==> src/rtl/dds_sweep_if.sv <==
// Key/bound inputs and frequency outputs of the DDS sweep controller.
// The master drives keys and sweep bounds. The slave is the controller.
interface dds_sweep_if #(
  parameter int FREQ_W = 20
);
  logic [3:0]        key_flag;
  logic [FREQ_W-1:0] sweep_lo;
  logic [FREQ_W-1:0] sweep_hi;
  logic [FREQ_W-1:0] freq;
  logic              freq_upd;
  logic [2:0]        step_idx;
  logic [1:0]        state;
  logic              sweep_wrap;

  modport master (
    output key_flag, sweep_lo, sweep_hi,
    input  freq, freq_upd, step_idx, state, sweep_wrap
  );

  modport slave (
    input  key_flag, sweep_lo, sweep_hi,
    output freq, freq_upd, step_idx, state, sweep_wrap
  );
endinterface

==> src/rtl/dds_sweep_ctrl.sv <==
// DDS frequency scheduler: manual up/down stepping with selectable step size,
// or a timed staircase sweep between live-clamped bounds that wraps to the low bound.
//
// state    | meaning
// MANUAL   | keys step freq up/down, saturating at F_MIN/F_MAX
// SW_IDLE  | sweep armed, freq parked at lo
// SW_RUN   | dwell timer running, freq steps toward hi then wraps to lo
// SW_PAUSE | sweep frozen, freq and dwell held
module dds_sweep_ctrl #(
  parameter int FREQ_W   = 20,
  parameter int F_MIN    = 1,
  parameter int F_MAX    = 999_999,
  parameter int DEF_FREQ = 1_000,
  parameter int DWELL    = 50_000
) (
  input logic        clk,
  input logic        rst,
  dds_sweep_if.slave bus
);
  typedef enum logic [1:0] {
    MANUAL   = 2'd0,
    SW_IDLE  = 2'd1,
    SW_RUN   = 2'd2,
    SW_PAUSE = 2'd3
  } state_t;

  localparam int DW = $clog2(DWELL);
  localparam logic [FREQ_W-1:0] FMIN = FREQ_W'(F_MIN);
  localparam logic [FREQ_W-1:0] FMAX = FREQ_W'(F_MAX);
  localparam logic [FREQ_W-1:0] FDEF = FREQ_W'(DEF_FREQ);
  localparam logic [DW-1:0]     DWELL_LAST = DW'(DWELL - 1);

  state_t            state_r, state_n;
  logic [FREQ_W-1:0] freq_r, freq_n;
  logic [DW-1:0]     dwell_r, dwell_n;
  logic [2:0]        step_r, step_n;
  logic              upd_r, wrap_r, wrap_n;

  logic [FREQ_W-1:0] lo, hi, inc_sat, dec_sat;
  logic [FREQ_W:0]   step, sum;
  logic              k0, k1, k2, k3;

  always_comb begin
    case (step_r)
      3'd0:    step = (FREQ_W+1)'(1);
      3'd1:    step = (FREQ_W+1)'(10);
      3'd2:    step = (FREQ_W+1)'(100);
      3'd3:    step = (FREQ_W+1)'(1_000);
      3'd4:    step = (FREQ_W+1)'(10_000);
      default: step = (FREQ_W+1)'(100_000);
    endcase
  end

  always_comb begin
    lo = (bus.sweep_lo < FMIN) ? FMIN : (bus.sweep_lo > FMAX) ? FMAX : bus.sweep_lo;
    hi = (bus.sweep_hi < FMIN) ? FMIN : (bus.sweep_hi > FMAX) ? FMAX : bus.sweep_hi;
    // one extra bit keeps freq+step and the underflow test free of wrap-around
    sum     = {1'b0, freq_r} + step;
    inc_sat = (sum > {1'b0, FMAX}) ? FMAX : sum[FREQ_W-1:0];
    dec_sat = ({1'b0, freq_r} < step + {1'b0, FMIN}) ? FMIN : freq_r - step[FREQ_W-1:0];
  end

  // priority [0] > [3] > [1] > [2]; lower keys in the same cycle are dropped
  always_comb begin
    k0 = bus.key_flag[0];
    k3 = bus.key_flag[3] & ~k0;
    k1 = bus.key_flag[1] & ~k0 & ~bus.key_flag[3];
    k2 = bus.key_flag[2] & ~k0 & ~bus.key_flag[3] & ~bus.key_flag[1];
  end

  always_comb begin
    state_n = state_r;
    freq_n  = freq_r;
    dwell_n = dwell_r;
    step_n  = step_r;
    wrap_n  = 1'b0;
    if (k3) step_n = (step_r == 3'd5) ? 3'd0 : step_r + 3'd1;
    case (state_r)
      MANUAL: begin
        if (k0) begin
          state_n = SW_IDLE;
          freq_n  = lo;
        end else if (k1) begin
          freq_n = inc_sat;
        end else if (k2) begin
          freq_n = dec_sat;
        end
      end
      SW_IDLE: begin
        if (k0) begin
          state_n = MANUAL;
        end else if (k1) begin
          state_n = SW_RUN;
          dwell_n = '0;
        end
      end
      SW_RUN: begin
        if (k0) begin
          state_n = MANUAL;
        end else if (k1) begin
          state_n = SW_PAUSE;
        end else if (k2) begin
          state_n = SW_IDLE;
          freq_n  = lo;
          dwell_n = '0;
        end else if (dwell_r == DWELL_LAST) begin
          dwell_n = '0;
          if (lo < hi && sum <= {1'b0, hi}) begin
            freq_n = sum[FREQ_W-1:0];
          end else begin
            freq_n = lo;
            wrap_n = 1'b1;
          end
        end else begin
          dwell_n = dwell_r + 1'b1;
        end
      end
      default: begin
        if (k0) begin
          state_n = MANUAL;
        end else if (k1) begin
          state_n = SW_RUN;
        end else if (k2) begin
          state_n = SW_IDLE;
          freq_n  = lo;
          dwell_n = '0;
        end
      end
    endcase
  end

  always_ff @(posedge clk) begin
    if (rst) begin
      state_r <= MANUAL;
      freq_r  <= FDEF;
      dwell_r <= '0;
      step_r  <= 3'd0;
      upd_r   <= 1'b0;
      wrap_r  <= 1'b0;
    end else begin
      state_r <= state_n;
      freq_r  <= freq_n;
      dwell_r <= dwell_n;
      step_r  <= step_n;
      upd_r   <= (freq_n != freq_r);
      wrap_r  <= wrap_n;
    end
  end

  assign bus.freq       = freq_r;
  assign bus.freq_upd   = upd_r;
  assign bus.step_idx   = step_r;
  assign bus.state      = state_r;
  assign bus.sweep_wrap = wrap_r;
endmodule

==> src/flat_wrapper.sv <==
// flat-port wrapper written by rule: the top's interface ports become plain ports
module dds_sweep_ctrl_flat 
#(
  parameter int FREQ_W   = 20,
  parameter int F_MIN    = 1,
  parameter int F_MAX    = 999_999,
  parameter int DEF_FREQ = 1_000,
  parameter int DWELL    = 50_000
)
  (clk, rst, bus_key_flag, bus_sweep_lo, bus_sweep_hi, bus_freq, bus_freq_upd, bus_step_idx, bus_state, bus_sweep_wrap);
  dds_sweep_if #(.FREQ_W(FREQ_W)) bus_i ();
  input logic clk;
  input logic rst;
  input wire logic [$bits(bus_i.key_flag)-1:0] bus_key_flag;
  input wire logic [$bits(bus_i.sweep_lo)-1:0] bus_sweep_lo;
  input wire logic [$bits(bus_i.sweep_hi)-1:0] bus_sweep_hi;
  output wire logic [$bits(bus_i.freq)-1:0] bus_freq;
  output wire logic [$bits(bus_i.freq_upd)-1:0] bus_freq_upd;
  output wire logic [$bits(bus_i.step_idx)-1:0] bus_step_idx;
  output wire logic [$bits(bus_i.state)-1:0] bus_state;
  output wire logic [$bits(bus_i.sweep_wrap)-1:0] bus_sweep_wrap;
  assign bus_i.key_flag = bus_key_flag;
  assign bus_i.sweep_lo = bus_sweep_lo;
  assign bus_i.sweep_hi = bus_sweep_hi;
  assign bus_freq = bus_i.freq;
  assign bus_freq_upd = bus_i.freq_upd;
  assign bus_step_idx = bus_i.step_idx;
  assign bus_state = bus_i.state;
  assign bus_sweep_wrap = bus_i.sweep_wrap;
  dds_sweep_ctrl #(.FREQ_W(FREQ_W), .F_MIN(F_MIN), .F_MAX(F_MAX), .DEF_FREQ(DEF_FREQ), .DWELL(DWELL)) u_core (.clk(clk), .rst(rst), .bus(bus_i));
endmodule
==> config.mk <==
export PLATFORM = sky130hd
export DESIGN_NAME = dds_sweep_ctrl_flat
export DESIGN_NICKNAME = d
export VERILOG_FILES = /design/src/rtl/dds_sweep_if.sv /design/src/rtl/dds_sweep_ctrl.sv /design/src/flat_wrapper.sv
export SDC_FILE = /design/constraint.sdc
export NUM_CORES = 1
export LEC_CHECK = 0
export ABC_AREA = 1
export ABC_CLOCK_PERIOD_IN_PS = 5200
export BUFFER_PORTS_ARGS = -buffer_cell sky130_fd_sc_hd__buf_2
export CORE_UTILIZATION = 35
export DETAILED_ROUTE_END_ITERATION = 10
export HOLD_SLACK_MARGIN = 0.1
export PLACE_DENSITY_LB_ADDON = 0.2
export SETUP_SLACK_MARGIN = 0.2
export SLEW_MARGIN = 20
export SYNTH_ARGS = -nofsm -noshare
export SYNTH_HDL_FRONTEND = slang
export SYNTH_SLANG_ARGS = --single-unit
==> constraint.sdc <==
create_clock -name clk -period 5.2 [get_ports clk]
set_input_delay 0.26 -clock clk [delete_from_list [all_inputs] [get_ports clk]]
set_output_delay 0.26 -clock clk [all_outputs]
set_load 0.02 [all_outputs]
==> impl_metrics.json <==
{
  "grt_usage_pct": 29.4,
  "design_area_um2": 10400,
  "hold_violations": 0,
  "finalSetupViolCount": 0,
  "root_buffer": "clkbuf_16",
  "hold_path_class": "primary input to flip-flop",
  "routed_wl_mm": 36.1,
  "synth_xor_area_share_pct": 2.09,
  "gr-total-overflow": 0,
  "synth_edf_count": 0,
  "syn-instance-count": 1547,
  "timing.final.crit_share_pct": 91.9,
  "wl_per_cell_um": 18.0,
  "ys_seq_elements": 43,
  "cts_tree": "yes",
  "vdd_drop_max_mv": 0.186,
  "grt_use_met3_pct": 3.72,
  "drt_iter0_markers": 1041,
  "drv_cap": 0,
  "slew_violations": 0,
  "synth_compound_area_share_pct": 16.9,
  "dp_slack_ps": -18.6,
  "crit_buf_inv": 6,
  "skew_ps": 11.9,
  "critPathRequiredTime_ps": 5410,
  "synth_flop_cell": "dfxtp_1",
  "cp-end-kind": "flip-flop",
  "use_met2_pct": 47.1,
  "viasPerCell": 5.33,
  "status": "finished, final reports clean",
  "io_pins": 73,
  "cp-start-kind": "flip-flop",
  "clock_sinks": 43,
  "drtAntennaViolNets": 0,
  "postSynthNetCount": 1681,
  "power_switching_mw": 1.16,
  "fin_nets": 1823,
  "synthToLayoutAreaGrowth_pct": 26.4,
  "path_clk_slew_ps": 80,
  "power.density_nw_per_um2": 224,
  "yosysWarnings": 0,
  "synthAdderAreaFrac_pct": 13.5,
  "numCtsBuffers": 5,
  "period_minus_slack_ps": 4780,
  "cp.arrival_ps": 4990,
  "grt_max_degree": 49,
  "avgSynthCellArea_um2": 5.34,
  "h-tree-depth": 2,
  "layout_setup_ws_ps": 421,
  "synth_area_leaders": "nand2_1 (22%), ha_1 (13%), dfxtp_1 (10%)",
  "drive_gt1_share_pct": 20.4,
  "slowest_stage": "or3b_4",
  "synth_top_family_by_area": "simple AND/OR/NAND/NOR gates",
  "num_vias": 10700,
  "rsz0062_at_grt": "yes",
  "placementRows": 55,
  "path_max_fanout": 6,
  "busiest_layer": "met2",
  "seqPwrFrac_pct": 16.7,
  "n_antenna_cell": 0,
  "worstMarginPinSlew_ps": 835,
  "muxShareOfSynthArea_pct": 0,
  "grtUsageMet1_pct": 38.7,
  "clock_latency_ps": 300,
  "place_area_um2": 9520,
  "die_width_um": 156,
  "path_delay_family": "simple AND/OR/NAND/NOR gates",
  "p_int_mw": 1.17,
  "initial_utilization_pct": 36.1,
  "p_leak_nw": 5.43,
  "core_um2": 22900,
  "dr.pass1.iters": 5,
  "timing.fmax_ghz": 0.209,
  "port_buffers": 72,
  "p_sw_share_pct": 49.7,
  "p_comb_share_pct": 66.6,
  "place.gp.congestion": 0.978,
  "grt_pass1_vias": 9710,
  "die_h_um": 156,
  "critPathKind": "flip-flop to flip-flop",
  "slowest_delay_ps": 410,
  "synth_top_area_share_pct": 22.2,
  "grt_pass1_wl_mm": 54.2,
  "antenna_found_initial": 0,
  "clkPwrFrac_pct": 16.7,
  "route.detailed.drc": 0,
  "cts.path.max_buffers": 2,
  "die_area_um2": 24200,
  "synth_area_leader_cell": "nand2_1",
  "yosysUniqueCellTypes": 51,
  "netlist_area_um2": 8260,
  "async_flop_share_pct": 0,
  "yosys.area_share.simple_pct": 43.8,
  "hpwl_mm": 28.5,
  "cts-hold-fix-buffers": 0,
  "ys_seq_area_share_pct": 10.4,
  "slew_headroom_pct": 44.3
}
-- Yosys cell counts (3+ instances only) --
master and n:
a21oi_2 4, nand2_1 489, a211oi_1 5, buf_4 3, o211ai_1 5, nor4_1 8, clkbuf_1 36, a221oi_1 4
o22ai_1 4, inv_1 219, a21oi_1 104, nand3b_1 3, nor2_4 3, or2_2 3, o21bai_1 8, nand3_2 4
o21ai_1 7, nor2_2 3, a31oi_1 5, xor2_1 15, buf_2 11, ha_1 86, dfxtp_1 43, inv_2 8
nor2_1 175, nand4_1 37, nand3_1 104, and3_1 5, nor3_1 23, buf_1 3, a21o_1 4, o21ai_0 92
-- final timing paths --
| kind | startpoint | to | slack [ps] | cells after the start |
|---|---|---|---|---|
| setup / recovery | u_core.bus.step_idx[0] | u_core.bus.freq_upd | 420 | 38 |
| hold / removal | bus_key_flag[3] | u_core.bus.step_idx[0] | 300 | 3 |
| setup reg to reg | u_core.bus.step_idx[0] | u_core.bus.freq_upd | 420 | 38 |
| hold reg to reg | u_core.dwell_r[15] | u_core.dwell_r[15] | 480 | 2 |
-- state kept, by name, summed over array words and instances, names as in the netlist --
signal,flops
u_core.bus.sweep_wrap,1
u_core.bus.freq,20
u_core.dwell_r,16
u_core.bus.freq_upd,1
u_core.bus.step_idx,3
u_core.bus.state,2
-- area by class of cell --
cell class	instances	area [µm²]
fillers	2523	12500
inverters	229	862
multi-input cells	1220	6890
clock buffers	5	125
repair buffers	190	1260
clock inverters	3	43.8
flip-flops and latches	43	867
well taps	313	392
-- layer usage --
metal  share of wire, %  vias up
met5                  0        -
met4                5.3        0
met3                8.2       88
met2                 44      500
met1                 43     4815
li1                   -     5265
-- through the flow --
stage / hold WS, ps / utilization (%) / TNS [ps] / cells / power (mW)
final: 296 / 45.6 / 0 / 2003 / 2.34
after global routing: 342 / 45.6 / 0 / 2003 / 2.51
after CTS: 305 / 42.5 / 0 / 1983 / 2.15
after detailed placement: 471 / 41.5 / -18.6 / 1975 / 1.75
after global placement: 457 / 41.5 / 0 / 1975 / 1.74
after floorplan: 439 / - / 0 / 1547 / 1.22
-- placed cells by master (no fill, tap or decap), types with 4 or more instances in the layout --
cell and count:
nand2_1 456, inv_1 203, nor2_1 155, buf_4 114, nand3_1 102, a21oi_1 94
o21ai_0 84, buf_2 72, ha_1 69, dfxtp_1 40, nand4_1 37, nand2_2 30
inv_2 23, nor3_1 22, ha_4 15, nor2_4 14, a21oi_2 14, nor2_2 12
o21ai_1 12, xor2_1 12, o21bai_1 7, nor4_1 6, a31oi_1 5, nand2_4 5
and3_1 5, o211ai_1 5, clkbuf_16 5, a21o_1 4, a221oi_1 4, a211oi_1 4
o22ai_1 4, buf_6 4
-- power by group through the flow --
stage	Clock, mW	Sequential [mW]	Combinational [mW]
finish	0.389	0.391	1.56
global route	0.405	0.391	1.71
CTS	0.396	0.385	1.37
detailed placement	0	0.392	1.36
global placement	0	0.392	1.35
floorplan	0	0.418	0.805
-- what timing repair did --
| action | in CTS | in global routing |
|---|---|---|
| gates cloned | 0 | 1 |
| pin swaps | 2 | 52 |
| resized for setup | 17 | 138 |
| setup endpoints to repair | 1 | 16 |
| buffers inserted | 0 | 19 |
-- cells by family after synthesis --
family          Yosys count
xor+xnor                 18
compound gates          251
buf+inv                 284
fa+ha+maj                88
other cells               1
simple gates            862
flops                    43
-- worst reg2reg max path: cells and delay by family (launching register included) --
family | cells | cell delay [ps]
AOI/OAI and AO/OA | 1 | 180
adders and majority gates | 3 | 740
buffers and inverters | 6 | 590
DFF | 1 | 400
and+or+nand+nor | 28 | 2750
Note: power is estimated with default switching activity, not from simulation.
